==> config.mk <==
export PLATFORM = sky130hd
export DESIGN_NAME = qpu_exu_trigger
export DESIGN_NICKNAME = d
export VERILOG_FILES = /design/src/rtl/qpu_exu_trigger.sv
export SDC_FILE = /design/constraint.sdc
export NUM_CORES = 1
export LEC_CHECK = 0
export CAP_MARGIN = 20
export CORE_AREA = 4 4 137 139
export DETAILED_ROUTE_END_ITERATION = 10
export DIE_AREA = 0 0 141 143
export PLACE_DENSITY_LB_ADDON = 0.08
export SLEW_MARGIN = 5
export SYNTH_ARGS = -nofsm -noshare
export SYNTH_HDL_FRONTEND = slang
export SYNTH_SLANG_ARGS = --single-unit
==> constraint.sdc <==
create_clock -name clk -period 7.7 [get_ports clk]
set_input_delay 0.77 -clock clk [delete_from_list [all_inputs] [get_ports clk]]
set_output_delay 0.77 -clock clk [all_outputs]
set_load 0.02 [all_outputs]
==> src/rtl/qpu_exu_trigger.sv <==
// qpu_exu_trigger: run-controlled saturating timeline with per-channel time-stamped event FIFOs
//   clk, rst              clock, asynchronous active-high reset
//   start/stop/err_clr    run control pulses
//   tragger_o_clk_ena     timeline count enable; tragger_o_clk is the registered timeline
//   evq_dest_o_valid/data per-channel event strobes and packed event data
//   ch_valid/ready/data/stamp  per-channel FIFO head (data and capture time, zero when empty)
//   state_o               IDLE=0 RUN=1 DONE=2 ERR=3
//   ovf_err               sticky per-channel overflow flags
module qpu_exu_trigger #(
   parameter int TIME_W = 16,
   parameter int EV_NUM = 4,
   parameter int EV_W   = 8,
   parameter int BUF_DP = 2
) (
   input  logic                     clk,
   input  logic                     rst,
   input  logic                     start,
   input  logic                     stop,
   input  logic                     err_clr,
   input  logic                     tragger_o_clk_ena,
   output logic [TIME_W-1:0]        tragger_o_clk,
   input  logic [EV_NUM-1:0]        evq_dest_o_valid,
   input  logic [EV_NUM*EV_W-1:0]   evq_dest_o_data,
   output logic [EV_NUM-1:0]        ch_valid,
   input  logic [EV_NUM-1:0]        ch_ready,
   output logic [EV_NUM*EV_W-1:0]   ch_data,
   output logic [EV_NUM*TIME_W-1:0] ch_stamp,
   output logic [1:0]               state_o,
   output logic [EV_NUM-1:0]        ovf_err
);
   localparam int PW = BUF_DP > 1 ? $clog2(BUF_DP) : 1;
   localparam int CW = $clog2(BUF_DP + 1);
   typedef enum logic [1:0] {IDLE = 2'd0, RUN = 2'd1, DONE = 2'd2, ERR = 2'd3} state_t;
   state_t            state_q;
   logic [TIME_W-1:0] time_q, time_d;
   logic [EV_NUM-1:0] ovf, ovf_q;
   logic              flush;
   function automatic logic [PW-1:0] nxt(input logic [PW-1:0] p);
      return p == PW'(BUF_DP - 1) ? '0 : p + 1'b1;
   endfunction
   // Every return to IDLE clears the timeline and empties all channels.
   always_comb begin
      flush  = (stop && state_q != IDLE) || (err_clr && state_q == ERR);
      time_d = (state_q == RUN && tragger_o_clk_ena && time_q != '1) ? time_q + 1'b1 : time_q;
   end
   always_ff @(posedge clk or posedge rst)
      if (rst) begin
         state_q <= IDLE;
         time_q  <= '0;
         ovf_q   <= '0;
      end else begin
         ovf_q  <= err_clr ? '0 : ovf_q | ovf;
         time_q <= flush ? '0 : time_d;
         if (flush) state_q <= IDLE;
         else if (state_q == IDLE && start) state_q <= RUN;
         else if (state_q == RUN && |ovf) state_q <= ERR;
         // the timeline is never all-ones inside RUN, so reaching it here means this edge saturated it
         else if (state_q == RUN && &time_d) state_q <= DONE;
      end
   assign tragger_o_clk = time_q;
   assign state_o       = state_q;
   assign ovf_err       = ovf_q;
   for (genvar i = 0; i < EV_NUM; i++) begin : g_ch
      logic [EV_W-1:0]   dat_q [BUF_DP];
      logic [TIME_W-1:0] stp_q [BUF_DP];
      logic [PW-1:0]     rd_q, wr_q;
      logic [CW-1:0]     cnt_q, cnt_d;
      logic              vld_q, push, pop, wr;
      assign push   = state_q == RUN && evq_dest_o_valid[i];
      assign pop    = vld_q && ch_ready[i];
      // a pop on a full channel frees the slot the same edge, so the push still lands
      assign wr     = push && (cnt_q != CW'(BUF_DP) || pop);
      assign ovf[i] = push && !wr;
      assign cnt_d  = cnt_q + CW'(wr) - CW'(pop);
      always_ff @(posedge clk or posedge rst)
         if (rst) begin
            rd_q  <= '0;
            wr_q  <= '0;
            cnt_q <= '0;
            vld_q <= 1'b0;
         end else if (flush) begin
            rd_q  <= '0;
            wr_q  <= '0;
            cnt_q <= '0;
            vld_q <= 1'b0;
         end else begin
            if (wr) wr_q <= nxt(wr_q);
            if (pop) rd_q <= nxt(rd_q);
            cnt_q <= cnt_d;
            vld_q <= cnt_d != '0;
         end
      always_ff @(posedge clk)
         if (wr) begin
            dat_q[wr_q] <= evq_dest_o_data[i*EV_W +: EV_W];
            stp_q[wr_q] <= time_q;
         end
      assign ch_valid[i]                 = vld_q;
      assign ch_data[i*EV_W +: EV_W]     = vld_q ? dat_q[rd_q] : '0;
      assign ch_stamp[i*TIME_W +: TIME_W] = vld_q ? stp_q[rd_q] : '0;
   end
endmodule

==> Yosys cells after proc, flatten, opt, wreduce, memory -nomap -nowiden <==
Memory sizes are Yosys's and may differ from the RTL's.
Cells that the tools add are included.
{ "word_totals": {"wordCells": 156, "reg_bits": 42, "mem_bits_rw": 192, "in_bits": 46, "output_inout_bits": 122, "memories": 8} }
{ "op_classes": {"n_eq_ne": 7, "n_mux": 55, "n_bitwise": 1, "addsub": 17, "n_reduce_logical": 49} }
{ "memory_table": {"columns": ["memory", "words", "width", "read_ports", "rd_clocked_by_memory_dff", "write_ports", "line", "rtl"], "rows": [
  ["g_ch[0].stp_q", 2, 16, 1, 0, 1, "65", "logic [TIME_W-1:0] stp_q [BUF_DP];"],
  ["g_ch[1].stp_q", 2, 16, 1, 0, 1, "65", null],
  ["g_ch[2].stp_q", 2, 16, 1, 0, 1, "65", null],
  ["g_ch[3].stp_q", 2, 16, 1, 0, 1, "65", null],
  ["g_ch[0].dat_q", 2, 8, 1, 0, 1, "64", "logic [EV_W-1:0] dat_q [BUF_DP];"],
  ["g_ch[1].dat_q", 2, 8, 1, 0, 1, "64", null],
  ["2 more memories", null, null, null, null, null, null, null]
]} }
{ "op_table": {"columns": ["operator", "count"], "rows": [
  ["2-to-1 mux 16 bit", 6],
  ["2-to-1 mux 1 bit", 36],
  ["2-to-1 mux 8 bit", 4],
  ["nonzero test 2 bit", 13],
  ["logical AND 1 bit", 23],
  ["adder 16 x 1 -> 16 bit, second input constant", 1],
  ["2-to-1 mux 2 bit", 8],
  ["inequality test 16 bit, second input constant", 1],
  ["AND reduction 16 bit", 1],
  ["adder 1 bit, second input constant", 8],
  ["adder 2 x 1 -> 2 bit", 4],
  ["inequality test 2 bit, second input constant", 4],
  ["subtractor 2 x 1 -> 2 bit", 4],
  ["logical OR 1 bit", 5],
  ["logical NOT 1 bit", 4],
  ["2-to-1 mux 4 bit", 1],
  ["OR 4 bit", 1],
  ["nonzero test 4 bit", 1],
  ["OR reduction 4 bit", 1],
  ["== test 2 x 1 -> 1 bit, second input constant", 1],
  ["== test 2 bit, second input constant", 1],
  ["logical NOT 2 bit", 1]
]} }

==> Logic depth before layout (Yosys ltp) <==
Gate-level depths: netlist (run 1).
{ "logic_depth": {"depth_word": 10, "depth_mapped": 10} }

==> Worst setup path before layout (run 1) <==
No wires, ideal clock.
{ "synth_timing": {"path_type": "reg2reg", "from": "register state_q[0], in the netlist state_o[0]", "to": "memory g_ch[0].dat_q[0][0], enable pin", "required_ns": 7.295, "setup_time_ns": 0.405, "stages_incl_launch_ff": 5, "t_arrival_ns": 2.167, "path_slack_ns": 5.128, "synth_period_minus_slack_ns": 2.572, "cell_sequence": "dfrtp_1 > nor2b_1 > clkbuf_1 > nand3_1 > nor2_1"} }
{ "synth_between": {"elab_chain_cells": 5} }
{ "synth_rtl": {"columns": ["element", "line", "rtl"], "rows": [
  ["start: declaration", "34", "state_t state_q;"],
  ["start signal: assignment", "48", "state_q <= IDLE;"],
  ["start signal: assignment", "54", "if (flush) state_q <= IDLE;"],
  ["start signal: assignment", "55", "else if (state_q == IDLE && start) state_q <= RUN;"],
  ["== test 2 x 1 -> 1 bit", "69", "assign push = state_q == RUN && evq_dest_o_valid[i];"],
  ["logical AND 1 bit", "69", null],
  ["logical AND 1 bit", "72", "assign wr = push && (cnt_q != CW'(BUF_DP) || pop);"],
  ["2-to-1 mux 1 bit", "93", "if (wr) begin"],
  ["2-to-1 mux 1 bit (not written as such)", "94", "dat_q[wr_q] <= evq_dest_o_data[i*EV_W +: EV_W];"],
  ["end: declaration", "64", null]
]} }
No other way between the ends.

==> Worst setup path after layout (run 1) <==
{ "layout_timing": {"from": "register g_ch[1].rd_q", "to": "output ch_stamp[21]"} }
{ "layout_between": {"elab_chain_cells": 2} }
{ "layout_rtl": {"columns": ["element", "line", "rtl"], "rows": [
  ["start: declaration", "66", "logic [PW-1:0] rd_q, wr_q;"],
  ["start signal: assignment", "88", "if (pop) rd_q <= nxt(rd_q);"],
  ["memory (2 x 16 bit)", null, null],
  ["2-to-1 mux 16 bit", "99", "assign ch_stamp[i*TIME_W +: TIME_W] = vld_q ? stp_q[rd_q] : '0;"],
  ["end: declaration", "27", "output logic [EV_NUM*TIME_W-1:0] ch_stamp,"]
]} }
No other way between the ends.

==> key figures, run 1 <==
Status
  • Run status: complete, no violations

GRT
  • Number of global-route vias before repair: 6,264
  • Largest net degree at the start of global routing: 43
  • Grt ovf: 0
  • First-pass GRT wire length: 32,440 um
  • Initial antenna violation count: 0
  • All-Layer GR Usage: 0.2030

Logic synthesis
  • Simple-Gate Fraction of Synth Area: 0.1290
  • Multiplexer area fraction after synthesis: 0.09895
  • Xor and xnor area share after synthesis: 0.02232
  • Yosys reg bits: roughly 230
  • Post-synthesis compound-gate area fraction: 0.02142
  • Unique masters post-synth: 54
  • Synth Area in Adders: 0.01148
  • Syn avg cell area: 14.82 um^2
  • Synth Net Count: 717
  • EDFF count, synth: 192
  • Synth top area share: 0.5876
  • Seq/Total Area, Yosys: 0.6947
  • Main combinational cell family by area after synthesis: simple AND/OR/NAND/NOR gates
  • Synth area leader: edfxtp_1
  • Most used DFF post-synth: edfxtp_1
  • Synth Warn #: 0
  • Mapped Area: 9812 um^2
  • Synth top area cells: edfxtp_1 (59%), dfrtp_1 (11%), mux2i_1 (9.9%), nor2b_1 (6.2%), nor2_1 (1.8%)
  • Mapped Cells: 662
  • Fraction of registers with async set or reset after synthesis: 0.1795

Floorplan
  • Die width: 141 um
  • Starting Density: 0.5557
  • Die Y: 143 um
  • # IOs: 168
  • Num rows: 49
  • Core area: 17,660 um^2
  • Die ar.: 20,160 um^2

Clock tree
  • Number of H-tree levels: 1
  • Setup Fix Bufs, Post-CTS: 0
  • Sinks on Clock Net: 234
  • TritonCTS clock tree: done
  • Post_cts resized: 0
  • Worst-path clk slew: 60 ps
  • CTS Root Cell: clkbuf_16
  • Total CTS buffers: 23
  • Hold buffer count at cts: 0
  • Skew-Pair Late Insertion Delay: 500 ps
  • Maximum buffer depth of the clock tree: 3

Route
  • Drt drc: 0
  • Final ANT Viol Nets: 0
  • Vias per cell: 5.426
  • First-pass iteration count of the detailed router: 5
  • Via count: a little under 6,000
  • Initial DRC count: 317
  • Routed wire per std cell: around 19 um
  • Total Wirelength: slightly above 20,000 um

Pwr
  • Max VDD drop: ~0.26 mV
  • P_leak: approximately 4.4 nW
  • Power per standard cell area: 367.1 nW/um^2

Placement
  • Port Buffers: 167
  • Hpwl dp: 13,260 um
  • RD Place Congestion: 0.9144
  • Pre-CTS WS: 4408 ps
  • Post-Place Cell Area: 11,750 um^2

STA
  • Setup Skew: roughly 8.6 ps
  • Slew Viols, Final: 0
  • Setup TNS: 0 ps
  • Period minus WS final: 3310 ps
  • Setup slack after layout: 4390 ps
  • Final-report hold violation count: 0
  • Final hold slack: 517.7 ps
  • Final setup viols: 0
  • RSZ-0062 raised after global routing: no
  • Slew HR: 0.4296
  • Measured slew at the worst slew-check pin: 853.8 ps
  • Final worst path period share: 0.4299
  • Max Freq: around 300 MHz

Worst hold path
  • Hold WC Path Type: register to register

Final layout
  • P&R area growth vs syn: 27.12%
  • Nets: 891
  • Final instance area: approximately 12,000 um^2
  • Fraction of layout cells with a size suffix above 1: 0.07991

Critical path
  • Crit path kind: register to primary output
  • Worst-path fanout max: 13
  • Endpoint class of the critical path: primary output
  • WP data required: between 6000 and 7000 ps
  • Worst Setup Start Kind: register
  • CP arrival: around 2500 ps

Run
  • Max_cap viols: 0
[worst max-delay path, stage by stage, from the launching register on]
cell and delay (ps):
dfrtp_1 780, buf_4 370, mux2i_1 110, nor2b_1 160, clkdlybuf4s50_1 620
[per-layer routing]
metal	up-vias	track usage	wire length [um]
met5	-	0	0
met4	0	0.05507	376
met3	38	0.03449	1229
met2	193	0.3528	10590
met1	2890	0.2676	8501
li1	2744	-	-
[area by class of cell]
cell class	count	area (um^2)
diodes	1	2.502
repair buffers	181	1784
fillers	1194	5184
clock buffers	30	643.1
inverters	18	67.56
flip-flops and latches	234	6817
clock inverters	10	68.82
well taps	229	286.5
multi-input cells	378	2804
[path summary, 6_finish.rpt]
check,endpoint,depth (start not counted),slack (ps),startpoint
max in group asynchronous,tragger_o_clk[11],3,6590,rst
hold reg to reg,ovf_err[0],2,520,ovf_err[0]
setup reg to reg,state_o[1],7,4560,tragger_o_clk[1]
hold / removal,ovf_err[0],2,520,ovf_err[0]
min in group asynchronous,g_ch[3].rd_q,3,730,rst
setup / recovery,ch_stamp[21],4,4390,g_ch[1].rd_q
[stage by stage]
step           utilization  power (W)  cells
3_3_place_gp        0.6648   0.003511   1039
6_report            0.7064   0.004579   1081
5_1_grt             0.7063   0.004807   1080
2_1_floorplan            -   0.002822    662
4_1_cts             0.7060   0.004629   1080
3_5_place_dp        0.6657   0.003563   1040
[cell usage after synthesis (all sizes together) (8+ instances only)]
cell type  number
nand3          10
inv            18
nand2          17
nor2b          98
xnor2          14
xor2           11
edfxtp        192
nor2           47
ha              9
dfrtp          42
nand4           8
buf            10
mux2i          97
clkbuf         22
[layout by cell type (no fill, tap or decap), drive strengths merged, types with 3 or more instances in the layout]
master / synthesis / layout
or3: 3 / 3
and2: 7 / 7
nand4: 8 / 8
nand3b: 6 / 6
o21ai: 4 / 4
nand3: 10 / 10
nand2: 17 / 17
ha: 9 / 9
clkdlybuf4s50: 0 / 167
buf: 10 / 14
mux2i: 97 / 97
or2: 5 / 5
nor2b: 98 / 98
edfxtp: 192 / 192
inv: 18 / 18
or4: 3 / 3
nor2: 47 / 47
clkbuf: 22 / 30
clkinv: 0 / 9
xor2: 11 / 11
xnor2: 14 / 14
dfrtp: 42 / 42
a21oi: 7 / 7
nor4: 5 / 5
[power breakdown]
part / switching (W) / internal [W]
Sequential: 0.000203 / 0.00162
Clock: 0.000438 / 0.000618
Combinational: 0.000867 / 0.000831
[kinds of logic after synthesis]
group,count (synthesis)
flops,234
xor+xnor,25
mux,97
simple gates,218
compound gates,29
buf+inv,50
fa+ha+maj,9
[state kept, by name, summed over array words and instances (netlist names)]
signal,cells
ovf_err,4
g_ch.wr_q,4
g_ch.dat_q,64
state_o,2
g_ch.stp_q,128
tragger_o_clk,16
g_ch.vld_q,4
g_ch.rd_q,4
g_ch.cnt_q,8
(Power assumes the default switching activity.)
==> run 2, diff against run 1 <==
CORE_AREA = 4 4 148 150   (was 4 4 137 139)
DIE_AREA = 0 0 152 154   (was 0 0 141 143)
clock period = 2.75 ns   (was 7.7 ns; I/O delays follow)
==> run 2 against run 1 <==
Die area increased by 16%. Setup slack got worse by 4200 ps. First-iteration DRC count decreased by 2.5%. Clock power increased to 3.1 times the previous value. Total power increased to 2.9 times the previous value.
==> key figures, run 2 (synthesis results as in run 1) <==
Pwr
  • Logic gate share of total power: 0.396 (+0.025)
  • Max VDD drop: 0.6103 mV (+140%)
  • Power per standard cell area: 1033 nW/um^2 (+180%)
  • Internal: 0.008997 W (+190%)
  • Overall power: 0.01331 W (+190%)
  • Clock power frac: 0.247 (+0.016)
  • Switch share: 0.3241 (-0.005420)
  • Sw Pwr: 0.004314 W (+190%)
  • Flop pwr share: 0.357 (-0.041)
  • P_leak: 4.653 nW (+5.3%)

Clock tree
  • Total CTS buffers: 25 (+8.7%)
  • Maximum buffer depth of the clock tree: 3 (unchanged)
  • Hold buffer count at cts: 0 (unchanged)
  • Post_cts resized: 0 (unchanged)
  • Number of H-tree levels: 1 (unchanged)
  • Worst-path clk slew: 60 ps (about the same)
  • TritonCTS clock tree: done
  • CTS Root Cell: clkbuf_16
  • Sinks on Clock Net: 234 (unchanged)
  • Skew-Pair Late Insertion Delay: 500 ps (about the same)
  • Setup Fix Bufs, Post-CTS: 0 (unchanged)

Critical path
  • Crit path kind: register to register
  • Endpoint class of the critical path: register
  • CP arrival: 2940 ps (+400 ps)
  • Worst Setup Start Kind: register
  • WP data required: 3180 ps (-3750 ps)
  • Worst-path fanout max: 8 (-5)

Floorplan
  • Die Y: 154 um (+7.7%)
  • Num rows: 53 (+8.2%)
  • Die ar.: 23,410 um^2 (+16%)
  • # IOs: 168 (unchanged)
  • Die width: 152 um (+7.8%)
  • Starting Density: 0.4742 (-0.08146)
  • Core area: 20,690 um^2 (+17%)

Final layout
  • Commonest cells after routing, fill and taps aside: edfxtp_1 (192), clkdlybuf4s50_1 (167), nor2b_1 (98)
  • Fill cells: 1,614 (+35%)
  • P&R area growth vs syn: 31.29%
  • Nets: 927 (+4.0%)
  • Commonest non-fill, non-tap cell in the layout: edfxtp_1
  • Biggest register: g_ch.stp_q
  • Fraction of layout cells with a size suffix above 1: 0.1237 (+0.04383)
  • ANT cells: 0 (-1)
  • Max reg flops: 128 (unchanged)

Worst hold path
  • Hold WC Path Type: input pin to asynchronous set/reset pin

Route
  • Drt drc: 0 (unchanged)
  • First-pass iteration count of the detailed router: 5 (unchanged)
  • Via count: 5,941 (+1.3%)
  • Routed wire per std cell: 19.10 um (-0.25%)
  • Initial DRC count: 309 (-2.5%)
  • Vias per cell: 5.104 (-5.9%)
  • Total Wirelength: 22,230 um (+7.4%)
  • Final ANT Viol Nets: 0 (unchanged)

STA
  • Final setup viols: 0 (unchanged)
  • Final worst path period share: 0.9129
  • Max Freq: 398.3 MHz
  • Slew Viols, Final: 0 (unchanged)
  • Final-report hold violation count: 0 (unchanged)
  • Measured slew at the worst slew-check pin: 645.6 ps (-208.2 ps)
  • RSZ-0062 raised after global routing: no
  • Slew HR: 0.5656 (+0.1360)
  • Period minus WS final: around 2500 ps
  • Setup TNS: 0 ps (unchanged)
  • Setup slack after layout: 239.5 ps (-4150 ps)
  • Setup Skew: 8.612 ps (+0.02665 ps)

GRT
  • Initial antenna violation count: 0 (unchanged)
  • All-Layer GR Usage: 0.1882 (-0.01476)
  • First-pass GRT wire length: 34,950 um (+7.7%)
  • Number of global-route vias before repair: 6,263 (-0.016%)
  • Largest net degree at the start of global routing: 43 (unchanged)
  • Grt ovf: 0 (unchanged)

Placement
  • Port Buffers: 167 (unchanged)
  • Pre-CTS WS: 219.7 ps (-4188 ps)
  • RD Place Congestion: 0.7914 (-13%)
  • Hpwl dp: 14,750 um (+11%)

Run
  • Max_cap viols: 0 (unchanged)

Status
  • Run status: complete, no violations
==> run 2: cell types whose count changed in the layout (fill, tap and decap cells not counted) <==
cell	previous run	this run
buf_4	13	47
nor2_2	7	8
bufinv_16	1	3
clkinv_4	0	1
clkinv_1	5	2
buf_12	0	1
diode_2	1	0
clkbuf_16	24	25
nor2_4	1	0
buf_8	1	0
clkbuf_1	4	3
clkinv_2	4	8
==> run 2: power groups by stage <==
stage                     Clock (W)  Sequential [W]  Combinational [W]
final                       0.00328         0.00475            0.00528
after global routing        0.00354         0.00481            0.00569
after CTS                   0.00337         0.00476            0.00538
after detailed placement          0         0.00483            0.00537
after global placement            0         0.00480            0.00528
after floorplan                   0         0.00486            0.00305
==> run 2: cell type report <==
class | instances | area, um^2 | share of cell area
clock inverter | 14 | 146.4 | 0.01136
tap | 275 | 344.1 | 0.02671
multi-input combinational | 378 | 2799 | 0.2173
timing repair buffer | 215 | 2044 | 0.1587
sequential | 234 | 6817 | 0.5291
clock buffer | 30 | 664.4 | 0.05157
inverter | 18 | 67.56 | 0.005245
==> run 2: through the flow <==
stage	utilization	cell area, um^2	std cells	hold WS, ps
3_5_place_dp	0.5835	12070	1120	504.2
2_1_floorplan	-	9812	662	341.4
3_3_place_gp	0.5835	12070	1120	495.7
6_report	0.6226	12880	1164	221.9
5_1_grt	0.6226	12880	1164	275.3
4_1_cts	0.6226	12880	1164	238.5
==> run 2: worst paths after layout <==
path,from,endpoint,slack [ps],depth (start not counted)
setup reg to reg,tragger_o_clk[9],state_o[1],240,7
hold reg to reg,ovf_err[1],ovf_err[1],520,2
setup / recovery,tragger_o_clk[9],state_o[1],240,7
hold / removal,rst,ovf_err[0],220,3
min in group clk,evq_dest_o_data[8],g_ch[1].dat_q[1][0],350,1
max in group asynchronous,rst,g_ch[3].rd_q,2110,3
==> run 2: critical path, cell delays in order (launching register included) <==
cell and delay [ps]:
dfrtp_1 550, buf_4 240, nand3_1 170, nor4_1 610, o31ai_1 210, a221oi_2 310, nand4_1 140, a31oi_1 190
==> run 2: routing by layer <==
layer / track usage / vias to the layer above / wire (um)
li1: - / 2821 / -
met1: 0.2421 / 2925 / 9552
met2: 0.3294 / 162 / 11020
met3: 0.03715 / 33 / 1205
met4: 0.04880 / 0 / 446
met5: 0 / - / 0
==> run 3, diff against run 2 <==
CORE_AREA = 4 4 183 185   (was 4 4 148 150)
DIE_AREA = 0 0 187 189   (was 0 0 152 154)
==> run 3 against run 2 <==
Core utilization fell by 22 points. Global-route usage down 5.4 points. Critical path depth is 3 lower. Register-to-register slack barely moved. Largest cell class unchanged. Highest routed layer unchanged.
==> key figures, run 3 (synthesis results as in run 1) <==
Final layout
  • Fraction of layout cells with a size suffix above 1: 0.1186 (-0.005166)
  • Biggest register: g_ch.stp_q
  • Max reg flops: 128 (unchanged)
  • Commonest non-fill, non-tap cell in the layout: edfxtp_1
  • Commonest cells after routing, fill and taps aside: edfxtp_1 (192), clkdlybuf4s50_1 (167), nor2b_1 (98)
  • Finished Core Util: 0.4069 (-0.2157)
  • P&R area growth vs syn: 32.87%
  • Fill cells: 3,025 (+87%)
  • Nets: 930 (+0.32%)

Pwr
  • Power per standard cell area: 1024 nW/um^2 (-0.87%)
  • P_leak: 4.628 nW (-0.53%)
  • Max VDD drop: 0.4475 mV (-27%)

Clock tree
  • Hold buffer count at cts: 0 (unchanged)
  • Setup Fix Bufs, Post-CTS: 0 (unchanged)
  • Total CTS buffers: 27 (+8.0%)
  • Skew-Pair Late Insertion Delay: 520 ps (+20 ps)
  • Worst-path clk slew: 60 ps (about the same)
  • Sinks on Clock Net: 234 (unchanged)
  • Maximum buffer depth of the clock tree: 3 (unchanged)
  • Number of H-tree levels: 1 (unchanged)
  • CTS Root Cell: clkbuf_16
  • Post_cts resized: 0 (unchanged)
  • TritonCTS clock tree: done

Critical path
  • Worst setup path end: ch_stamp[44]
  • Critical-path cell list: buf_4 > mux2i_1 > nor2b_1 > clkdlybuf4s50_1
  • Worst r2r path cells: 6 (-1)
  • Critical path startpoint: g_ch[2].rd_q
  • Worst-path fanout max: 24 (+16)
  • Worst Setup Start Kind: register
  • CP arrival: 2280 ps (-660 ps)
  • Crit-path slowest cell: clkdlybuf4s50_1
  • Setup slack, reg-to-reg: 250 ps (about the same)
  • Worst R2R End: state_o[0]
  • Max incr delay on CP: 650 ps (+40 ps)
  • Endpoint class of the critical path: primary output
  • Reg-to-Reg Start: tragger_o_clk[4]
  • WP data required: 2480 ps (-700 ps)
  • Crit path kind: register to primary output

Placement
  • Port Buffers: 167 (unchanged)
  • RD Place Congestion: 0.8478 (+7.1%)
  • Hpwl dp: 16,180 um (+9.7%)

Floorplan
  • Die width: 187 um (+23%)
  • Num rows: 66 (+25%)
  • # IOs: 168 (unchanged)
  • Starting Density: 0.3062 (-0.1680)
  • Core area: 32,040 um^2 (+55%)
  • Die Y: 189 um (+23%)
  • Die ar.: 35,340 um^2 (+51%)

GRT
  • Grt ovf: 0 (unchanged)
  • Initial antenna violation count: 2 (+2)
  • All-Layer GR Usage: 0.1347 (-0.05354)
  • Number of global-route vias before repair: 6,420 (+2.5%)
  • Largest net degree at the start of global routing: 43 (unchanged)
  • First-pass GRT wire length: 37,430 um (+7.1%)

Route
  • Initial DRC count: 328 (+6.1%)
  • Drt drc: 0 (unchanged)
  • Routed wire per std cell: 18.81 um (-1.5%)
  • Final ANT Viol Nets: 0 (unchanged)
  • First-pass iteration count of the detailed router: 5 (unchanged)
  • Total Wirelength: 24,510 um (+10%)
  • Via count: 5,979 (+0.64%)
  • Vias per cell: 4.589 (-10%)

STA
  • Max Freq: 391.5 MHz (-1.7%)
  • Setup Skew: 12.08 ps (+3.471 ps)
  • Final setup viols: 0 (unchanged)
  • RSZ-0062 raised after global routing: no
  • Final-report hold violation count: 0 (unchanged)
  • Slew Viols, Final: 0 (unchanged)
  • Setup TNS: 0 ps (unchanged)
  • Measured slew at the worst slew-check pin: 704.3 ps (+58.63 ps)
  • Final worst path period share: 0.9289 (+0.01603)
  • Slew HR: 0.5305 (-0.03512)
  • Period minus WS final: 2555 ps (+44.09 ps)

Worst hold path
  • Hold WC Path Type: input pin to asynchronous set/reset pin

Status
  • Run status: complete, no violations

Run
  • Max_cap viols: 0 (unchanged)
-- run 3: where the power goes --
| group | internal [W] | leakage, nW | switching [W] |
|---|---|---|---|
| sequential | 0.00454 | 2.24 | 0.000216 |
| combinational | 0.00244 | 2.01 | 0.00289 |
| clock | 0.00192 | 0.384 | 0.00134 |
| total | 0.00890 | 4.63 | 0.00445 |
-- run 3: per-layer routing --
metal	share of wire	global-route usage	vias up
met5	0	0	-
met4	0.015	0.03299	0
met3	0.043	0.02489	25
met2	0.50	0.2331	166
met1	0.45	0.1765	2966
li1	-	-	2822
-- run 3: worst min-delay path by stage --
| stage | start | to | slack [ps] |
|---|---|---|---|
| floorplan | err_clr | ovf_err[0] | 340 |
| global placement | ovf_err[2] | ovf_err[2] | 490 |
| detailed placement | ovf_err[3] | ovf_err[3] | 500 |
| CTS | rst | ovf_err[2] | 230 |
| global route | rst | ovf_err[2] | 270 |
| finish | rst | ovf_err[0] | 220 |
-- run 3: critical path: cells and delay by family, from the launching register on --
kind / cells / cell delay [ps]
buf+inv: 2 / 1050
simple gates: 1 / 220
mux: 1 / 130
flops: 1 / 360
-- run 3: through the flow --
stage | cell area (um^2) | std cells | worst slack [ps] | hold slack, ps | power, W
floorplan | 9812 | 662 | 177.8 | 341.4 | 0.007903
global placement | 12230 | 1254 | 324.0 | 492.7 | 0.01020
detailed placement | 12230 | 1254 | 227.9 | 499.0 | 0.01029
CTS | 13040 | 1302 | 106.4 | 226.2 | 0.01365
global route | 13040 | 1302 | 53.41 | 273.7 | 0.01415
finish | 13040 | 1303 | 195.4 | 224.9 | 0.01335
-- run 3: area by class of cell --
type	count	area, um^2	share of cell area
antenna	1	2.502	0.0001919
sequential	234	6817	0.5228
tap	408	510.5	0.03916
timing repair buffer	216	2039	0.1564
inverter	18	67.56	0.005182
clock inverter	10	75.07	0.005758
clock buffer	38	726.9	0.05576
multi-input combinational	378	2799	0.2147
